### config.mk
export PLATFORM = sky130hd
export DESIGN_NAME = spi_master_cfg
export DESIGN_NICKNAME = d
export VERILOG_FILES = /design/src/rtl/spi_pkg.sv /design/src/rtl/spi_clk_gen.sv /design/src/rtl/spi_master_cfg.sv
export SDC_FILE = /design/constraint.sdc
export NUM_CORES = 1
export LEC_CHECK = 0
export ABC_AREA = 1
export CAP_MARGIN = 20
export CORE_ASPECT_RATIO = 0.5
export CORE_UTILIZATION = 55
export DETAILED_ROUTE_END_ITERATION = 12
export GPL_TIMING_DRIVEN = 0
export PLACE_DENSITY = 0.82
export SLEW_MARGIN = 20
export SYNTH_ARGS = -nofsm -noshare
export SYNTH_HDL_FRONTEND = slang
export SYNTH_HIERARCHICAL = 1
export SYNTH_SLANG_ARGS = --single-unit
### constraint.sdc
create_clock -name clk -period 3.5 [get_ports clk]
set_input_delay 0.7 -clock clk [delete_from_list [all_inputs] [get_ports clk]]
set_output_delay 0.7 -clock clk [all_outputs]
set_load 0.01 [all_outputs]
### src/rtl/spi_pkg.sv
// Shared types and helpers for the configurable SPI master.
// Optional feature macro: SPI_LSB_FIRST_EN (adds the lsb_first input).
package spi_pkg;

    typedef enum logic [1:0] {
        IDLE  = 2'd0,
        LEAD  = 2'd1,
        DATA  = 2'd2,
        TRAIL = 2'd3
    } spi_state_e;

    // SPI modes encoded as {cpol, cpha}
    localparam logic [1:0] MODE0 = 2'b00;
    localparam logic [1:0] MODE1 = 2'b01;
    localparam logic [1:0] MODE2 = 2'b10;
    localparam logic [1:0] MODE3 = 2'b11;

    // Bits needed to index n chip selects, never less than one
    function automatic int sel_width(input int n);
        int w;
        w = 1;
        for (int i = 1; i < 31; i++) begin
            if ((32'sd1 <<< i) < n) begin
                w = i + 1;
            end
        end
        return w;
    endfunction

endpackage

### src/rtl/spi_clk_gen.sv
// Half-period timer: counts 0..div_q while enabled and strobes on the last count.
module spi_clk_gen #(
    parameter int DIV_W = 12
) (
    input  logic             clk,
    input  logic             reset,
    input  logic             en,
    input  logic [DIV_W-1:0] div_q,
    output logic             strobe
);

    logic [DIV_W-1:0] cnt_q;

    assign strobe = en && (cnt_q == div_q);

    // Counter held at zero when disabled so every phase starts a full half period
    always_ff @(posedge clk) begin
        if (reset || !en) begin
            cnt_q <= '0;
        end else if (strobe) begin
            cnt_q <= '0;
        end else begin
            cnt_q <= cnt_q + DIV_W'(1);
        end
    end

endmodule

### src/rtl/spi_master_cfg.sv
// Configurable SPI master: generic word width, runtime divider, all four
// CPOL/CPHA modes and one-hot decoded active-low chip selects.
// Optional feature macro: SPI_LSB_FIRST_EN adds lsb_first (LSB-first framing).
module spi_master_cfg
    import spi_pkg::*;
#(
    parameter  int DATA_W   = 8,
    parameter  int DIV_W    = 12,
    parameter  int NUM_CS   = 1,
    localparam int CS_SEL_W = sel_width(NUM_CS)
) (
    input  logic                clk,
    input  logic                reset,
    input  logic [DIV_W-1:0]    div,
    input  logic                cpol,
    input  logic                cpha,
    input  logic [CS_SEL_W-1:0] cs_sel,
`ifdef SPI_LSB_FIRST_EN
    input  logic                lsb_first,
`endif
    input  logic [DATA_W-1:0]   thr,
    output logic [DATA_W-1:0]   rhr,
    input  logic                start_tick,
    input  logic                last_xfer,
    output logic                txrdy_tick,
    output logic                rxrdy_tick,
    output logic                done_tick,
    output logic                busy,
    output logic                spck,
    output logic [NUM_CS-1:0]   ncs,
    output logic                mosi,
    input  logic                miso
);

    localparam int                EDGE_W    = $clog2(2 * DATA_W + 1);
    localparam logic [EDGE_W-1:0] EDGE_LAST = EDGE_W'(2 * DATA_W);

    spi_state_e          state_q;
    logic [DIV_W-1:0]    div_q;
    logic                cpol_q, cpha_q;
    logic [CS_SEL_W-1:0] cs_sel_q;
    logic [DATA_W-1:0]   tx_q, rx_q, rhr_q;
    logic [EDGE_W-1:0]   edge_q;
    logic [NUM_CS-1:0]   ncs_q;
    logic                spck_q, mosi_q, busy_q;
    logic                txrdy_q, rxrdy_q, done_q;
    logic                lsb_s, strobe_s;

    logic [EDGE_W-1:0]   edge_d;
    logic [DATA_W-1:0]   tx_d, rx_d;
    logic                lead_s, last_s, sample_lead_s, sample_s, shift_s;
    logic [NUM_CS-1:0]   cs_dec_s;
    logic [CS_SEL_W-1:0] cs_idx_s;

`ifdef SPI_LSB_FIRST_EN
    logic lsb_q;
    assign lsb_s = lsb_q;
`else
    assign lsb_s = 1'b0;
`endif

    function automatic logic out_bit(input logic [DATA_W-1:0] v, input logic lsb);
        return lsb ? v[0] : v[DATA_W-1];
    endfunction

    spi_clk_gen #(.DIV_W(DIV_W)) u_clk_gen (
        .clk    (clk),
        .reset  (reset),
        .en     (state_q != IDLE),
        .div_q  (div_q),
        .strobe (strobe_s)
    );

    // Next-edge decode and shift-register next values for a DATA strobe
    always_comb begin
        edge_d = edge_q + EDGE_W'(1);
        lead_s = edge_d[0];
        last_s = (edge_d == EDGE_LAST);
        case ({cpol_q, cpha_q})
            MODE0, MODE2: sample_lead_s = 1'b1;
            MODE1, MODE3: sample_lead_s = 1'b0;
            default:      sample_lead_s = 1'b1;
        endcase
        sample_s = sample_lead_s ? lead_s : ~lead_s;
        if (sample_lead_s) begin
            shift_s = ~lead_s && !last_s;
        end else begin
            shift_s = lead_s && (edge_d != EDGE_W'(1));
        end
        if (!sample_s) begin
            rx_d = rx_q;
        end else if (lsb_s) begin
            rx_d = {miso, rx_q[DATA_W-1:1]};
        end else begin
            rx_d = {rx_q[DATA_W-2:0], miso};
        end
        if (!shift_s) begin
            tx_d = tx_q;
        end else if (lsb_s) begin
            tx_d = {1'b0, tx_q[DATA_W-1:1]};
        end else begin
            tx_d = {tx_q[DATA_W-2:0], 1'b0};
        end
    end

    // One-hot chip select decode: live index in IDLE, captured index otherwise
    always_comb begin
        cs_dec_s = '0;
        if (state_q == IDLE) begin
            cs_idx_s = cs_sel;
        end else begin
            cs_idx_s = cs_sel_q;
        end
        for (int i = 0; i < NUM_CS; i++) begin
            cs_dec_s[i] = (cs_idx_s == CS_SEL_W'(i));
        end
    end

    // Transfer FSM with all outputs registered
    always_ff @(posedge clk) begin
        if (reset) begin
            state_q  <= IDLE;
            div_q    <= '0;
            cpol_q   <= 1'b0;
            cpha_q   <= 1'b0;
            cs_sel_q <= '0;
`ifdef SPI_LSB_FIRST_EN
            lsb_q    <= 1'b0;
`endif
            tx_q     <= '0;
            rx_q     <= '0;
            rhr_q    <= '0;
            edge_q   <= '0;
            ncs_q    <= '1;
            spck_q   <= 1'b0;
            mosi_q   <= 1'b0;
            busy_q   <= 1'b0;
            txrdy_q  <= 1'b0;
            rxrdy_q  <= 1'b0;
            done_q   <= 1'b0;
        end else begin
            txrdy_q <= 1'b0;
            rxrdy_q <= 1'b0;
            done_q  <= 1'b0;
            case (state_q)
                IDLE: begin
                    spck_q <= cpol;
                    ncs_q  <= '1;
                    if (start_tick) begin
                        div_q    <= div;
                        cpol_q   <= cpol;
                        cpha_q   <= cpha;
                        cs_sel_q <= cs_sel;
`ifdef SPI_LSB_FIRST_EN
                        lsb_q    <= lsb_first;
`endif
                        ncs_q    <= ~cs_dec_s;
                        busy_q   <= 1'b1;
                        state_q  <= LEAD;
                    end
                end
                LEAD: begin
                    ncs_q <= ~cs_dec_s;
                    if (strobe_s) begin
                        tx_q    <= thr;
                        mosi_q  <= out_bit(thr, lsb_s);
                        txrdy_q <= 1'b1;
                        edge_q  <= '0;
                        state_q <= DATA;
                    end
                end
                DATA: begin
                    if (strobe_s) begin
                        spck_q <= ~spck_q;
                        rx_q   <= rx_d;
                        if (last_s) begin
                            rhr_q   <= rx_d;
                            rxrdy_q <= 1'b1;
                            if (last_xfer) begin
                                edge_q  <= edge_d;
                                tx_q    <= tx_d;
                                mosi_q  <= out_bit(tx_d, lsb_s);
                                state_q <= TRAIL;
                            end else begin
                                // Next word follows with no spck gap
                                edge_q  <= '0;
                                tx_q    <= thr;
                                mosi_q  <= out_bit(thr, lsb_s);
                                txrdy_q <= 1'b1;
                            end
                        end else begin
                            edge_q <= edge_d;
                            tx_q   <= tx_d;
                            mosi_q <= out_bit(tx_d, lsb_s);
                        end
                    end
                end
                TRAIL: begin
                    spck_q <= cpol_q;
                    if (strobe_s) begin
                        ncs_q   <= '1;
                        done_q  <= 1'b1;
                        busy_q  <= 1'b0;
                        state_q <= IDLE;
                    end
                end
                default: begin
                    state_q <= IDLE;
                    ncs_q   <= '1;
                    busy_q  <= 1'b0;
                end
            endcase
        end
    end

    assign rhr        = rhr_q;
    assign txrdy_tick = txrdy_q;
    assign rxrdy_tick = rxrdy_q;
    assign done_tick  = done_q;
    assign busy       = busy_q;
    assign spck       = spck_q;
    assign ncs        = ncs_q;
    assign mosi       = mosi_q;

endmodule

==> key figures <==
Status
  • Status: finished, final reports clean

Synthesis
  • Number of synthesized register bits: 64
  • Synthesized instance count: around 490
  • Syn Nets: approximately 520
  • Count of yosys warnings during synthesis: 6
  • Leading register cell type out of synthesis: sky130_fd_sc_hd__dfxtp_1
  • Number of flops mapped to enable cells by yosys: 0
  • Fraction of the yosys area taken by sequential cells: approximately two fifths
  • Post-synth design cell area: approximately 3300 um^2
  • Main area contributors after synthesis: sky130_fd_sc_hd__dfxtp_1 (39%), sky130_fd_sc_hd__nand2_1 (11%), sky130_fd_sc_hd__inv_1 (8.0%)
  • Proportion of netlist area held by the largest area contributor: roughly two fifths
  • Mean post-synth cell area: ~6.8 um^2
  • Library cells used by synthesis: 36
  • Most area-hungry cell type in the Yosys netlist: sky130_fd_sc_hd__dfxtp_1
  • Share of synthesized flip-flops with an asynchronous set or reset: 0%

Floorplan
  • Effective utilization at floorplan: 58.8%
  • Horizontal die dimension: ~110 um
  • Core Box Area: ~5700 um^2
  • Number of cell rows: 19
  • Total I/O pin count: 43
  • Height of the chip: 57.0 um
  • Die footprint: 6380 um^2

CTS
  • Post-CTS Setup Repair Bufs: 0
  • Clock tree from TritonCTS: built
  • Clock edge transition at the registers on the reported setup and hold paths: 0.06 ns
  • Max Root-Sink Buffers: 2
  • Number of gates resized after cts: 0
  • Number of hold buffers added after CTS: 0
  • CTS buffer count: 9
  • Clk sinks: 64
  • Clock root buffer: sky130_fd_sc_hd__clkbuf_16
  • Maximum level of the CTS H-tree: 3
  • Worst-skew pair later-pin latency: roughly 0.33 ns

Detailed routing
  • Number of nets still failing antenna checks after routing: 0
  • WL final: 7340 um
  • Number of design rule violations left after detail routing: 0
  • Detailed-route via count: ~3200
  • Iteration count of the initial detailed-routing pass: 5
  • Detailed-route wire length per cell: between 10 and 15 um
  • Number of DRC violations after detailed-routing iteration 0: 203
  • Via density per instance: 5.17

Global route
  • Wire length of the first global-routing pass: 12500 um
  • Aggregate global routing overflow: 0
  • Vias in the first global route: between 2000 and 3000
  • Tot GR Track Use: approximately a quarter
  • Number of antenna violations at the first check in global routing: 0
  • Largest net degree at the start of global routing: 11

Cells and area
  • Synth-to-Final Area Change: 24.6%
  • Final Net Count: between 500 and 600
  • Ratio of cells with drive above 1 in the final layout: under 10%
  • Diode count: 0
  • Final Util: between 70 and 80%

Worst setup path
  • Startpoint class of the critical path: flop
  • Required time of the critical path: 3.72 ns
  • Largest fanout on the critical path: 10
  • Critical path class: reg2reg
  • Data arrival time of the worst path: 2.98 ns
  • Worst Setup End Kind: flop

Timing
  • Max Transition Viols Final: 0
  • Final period demand of the worst path: about 2.8 ns
  • Maximum clock skew at final layout: between 0.008 and 0.009 ns
  • Worst slew pin tran: 0.504 ns
  • Finish-stage setup viols: 0
  • Max frequency: around 360 MHz
  • Post-Route Setup TNS: 0 ns
  • Max transition margin: 66.4%
  • Final Hold Fails: 0
  • RSZ-0062 raised after global routing: no
  • Share of the clock period used by the worst path: between 70% and 80%

Placed design
  • Final HPWL DP: between 5000 and 6000 um
  • Number of buffers added on ports: between 40 and 50
  • Final weighted congestion in routability-driven placement: between 0.8 and 0.9

Pwr
  • Worst supply voltage drop on vdd: between 0.4 and 0.5 mV
  • Total power divided by cell area: around 610 nW/um^2
  • Leakage power figure: 1.78 nW

Run
  • Maximum capacitance violations: 0

Worst hold path
  • Worst hold path type: reg2reg
==> area by class of cell <==
type                       count  area (um^2)
clock inverter                 3         40.0
tap                           73         91.3
timing repair buffer          42          420
multi-input combinational    333         1690
clock buffer                  12          267
sequential                    64         1280
buffer                        12         62.6
fill                         479         1510
inverter                      77          290
==> report_power, final <==
| group | total, mW | switching, mW | leakage, nW | internal [mW] |
|---|---|---|---|---|
| Sequential | 0.891 | 0.0708 | 0.520 | 0.820 |
| Combinational | 0.725 | 0.443 | 1.10 | 0.282 |
| Clock | 0.910 | 0.308 | 0.154 | 0.602 |
==> synth_stat cells, types with 7 or more instances <==
library cell,instances
sky130_fd_sc_hd__o21ai_1,7
sky130_fd_sc_hd__nand4_1,7
sky130_fd_sc_hd__a21oi_1,42
sky130_fd_sc_hd__nor2_2,7
sky130_fd_sc_hd__nand3_1,29
sky130_fd_sc_hd__nand2_1,100
sky130_fd_sc_hd__ha_1,9
sky130_fd_sc_hd__dfxtp_1,64
sky130_fd_sc_hd__nor2_1,53
sky130_fd_sc_hd__inv_1,71
sky130_fd_sc_hd__xor2_1,7
sky130_fd_sc_hd__o21ai_0,37
sky130_fd_sc_hd__clkbuf_1,7
==> path summary, 6_finish.rpt <==
kind	startpoint	endpoint	slack, ns	depth (start not counted)
hold reg to reg	rhr[2]$_SDFFE_PP0P_	rhr[2]$_SDFFE_PP0P_	0.46	2
hold / removal	rhr[2]$_SDFFE_PP0P_	rhr[2]$_SDFFE_PP0P_	0.46	2
setup / recovery	state_q[0]$_SDFFE_PP0P_	tx_q[7]$_SDFFE_PP0P_	0.74	12
setup reg to reg	state_q[0]$_SDFFE_PP0P_	tx_q[7]$_SDFFE_PP0P_	0.74	12
==> stage by stage <==
stage               hold slack [ns]  power, mW  worst slack [ns]  instances  instance area (um^2)
global placement              0.451       1.60             0.858        601                  3840
global route                  0.474       2.70             0.522        616                  4140
floorplan                     0.430       1.42              1.41        486                  3330
detailed placement            0.451       1.62             0.845        601                  3840
finish                        0.460       2.53             0.736        616                  4140
CTS                           0.464       2.54             0.810        616                  4140
==> metal layers <==
metal	vias to the layer above	GRT usage, %	part of all wire [%]
met4	0	8.95	1.1
met5	-	0	0
li1	1660	-	-
met2	64	42.0	47
met1	1451	30.3	47
met3	8	9.67	4.8
==> cells in the final DEF, fill, tap and decap left out, types with 2 or more instances in the layout <==
master and instances:
sky130_fd_sc_hd__a211oi_1 3, sky130_fd_sc_hd__a21oi_1 42, sky130_fd_sc_hd__buf_2 2, sky130_fd_sc_hd__buf_6 2
sky130_fd_sc_hd__clkbuf_1 7, sky130_fd_sc_hd__clkbuf_16 9, sky130_fd_sc_hd__clkbuf_8 3, sky130_fd_sc_hd__clkdlybuf4s50_1 42
sky130_fd_sc_hd__clkinv_2 3, sky130_fd_sc_hd__dfxtp_1 64, sky130_fd_sc_hd__ha_1 9, sky130_fd_sc_hd__inv_1 71
sky130_fd_sc_hd__inv_2 4, sky130_fd_sc_hd__nand2_1 100, sky130_fd_sc_hd__nand2_2 4, sky130_fd_sc_hd__nand2_4 5
sky130_fd_sc_hd__nand3_1 29, sky130_fd_sc_hd__nand3_2 3, sky130_fd_sc_hd__nand3b_1 2, sky130_fd_sc_hd__nand4_1 7
sky130_fd_sc_hd__nor2_1 53, sky130_fd_sc_hd__nor2_2 7, sky130_fd_sc_hd__nor2_4 2, sky130_fd_sc_hd__nor3_1 6
sky130_fd_sc_hd__o21ai_0 37, sky130_fd_sc_hd__o21ai_1 7, sky130_fd_sc_hd__xor2_1 7
==> logic make-up after synthesis <==
family,Yosys count,share of synthesized area [%]
compound gates,94,14.7
xor+xnor,8,2.11
fa+ha+maj,9,3.39
buf+inv,89,10.6
flops,64,38.5
simple gates,222,30.6
==> state kept, by name, indices dropped and copies added (netlist names), 2 cells and up <==
signal and cells:
rhr 8, edge_q 5, rx_q 8, tx_q 8, div_q 12, u_clk_gen/cnt_q 12, state_q 2
==> worst max-delay path, cell delays in order, from the launching register on <==
cell	delay [ns]
sky130_fd_sc_hd__dfxtp_1	0.42
sky130_fd_sc_hd__inv_1	0.12
sky130_fd_sc_hd__ha_1	0.29
sky130_fd_sc_hd__inv_1	0.17
sky130_fd_sc_hd__nand2_1	0.08
sky130_fd_sc_hd__nor2_1	0.11
sky130_fd_sc_hd__nand4_1	0.10
sky130_fd_sc_hd__nor2_1	0.31
sky130_fd_sc_hd__nand2_2	0.22
sky130_fd_sc_hd__nand2_1	0.20
sky130_fd_sc_hd__clkinv_1	0.29
sky130_fd_sc_hd__a21oi_1	0.24
sky130_fd_sc_hd__a21oi_1	0.08
(Power assumes the default switching activity.)
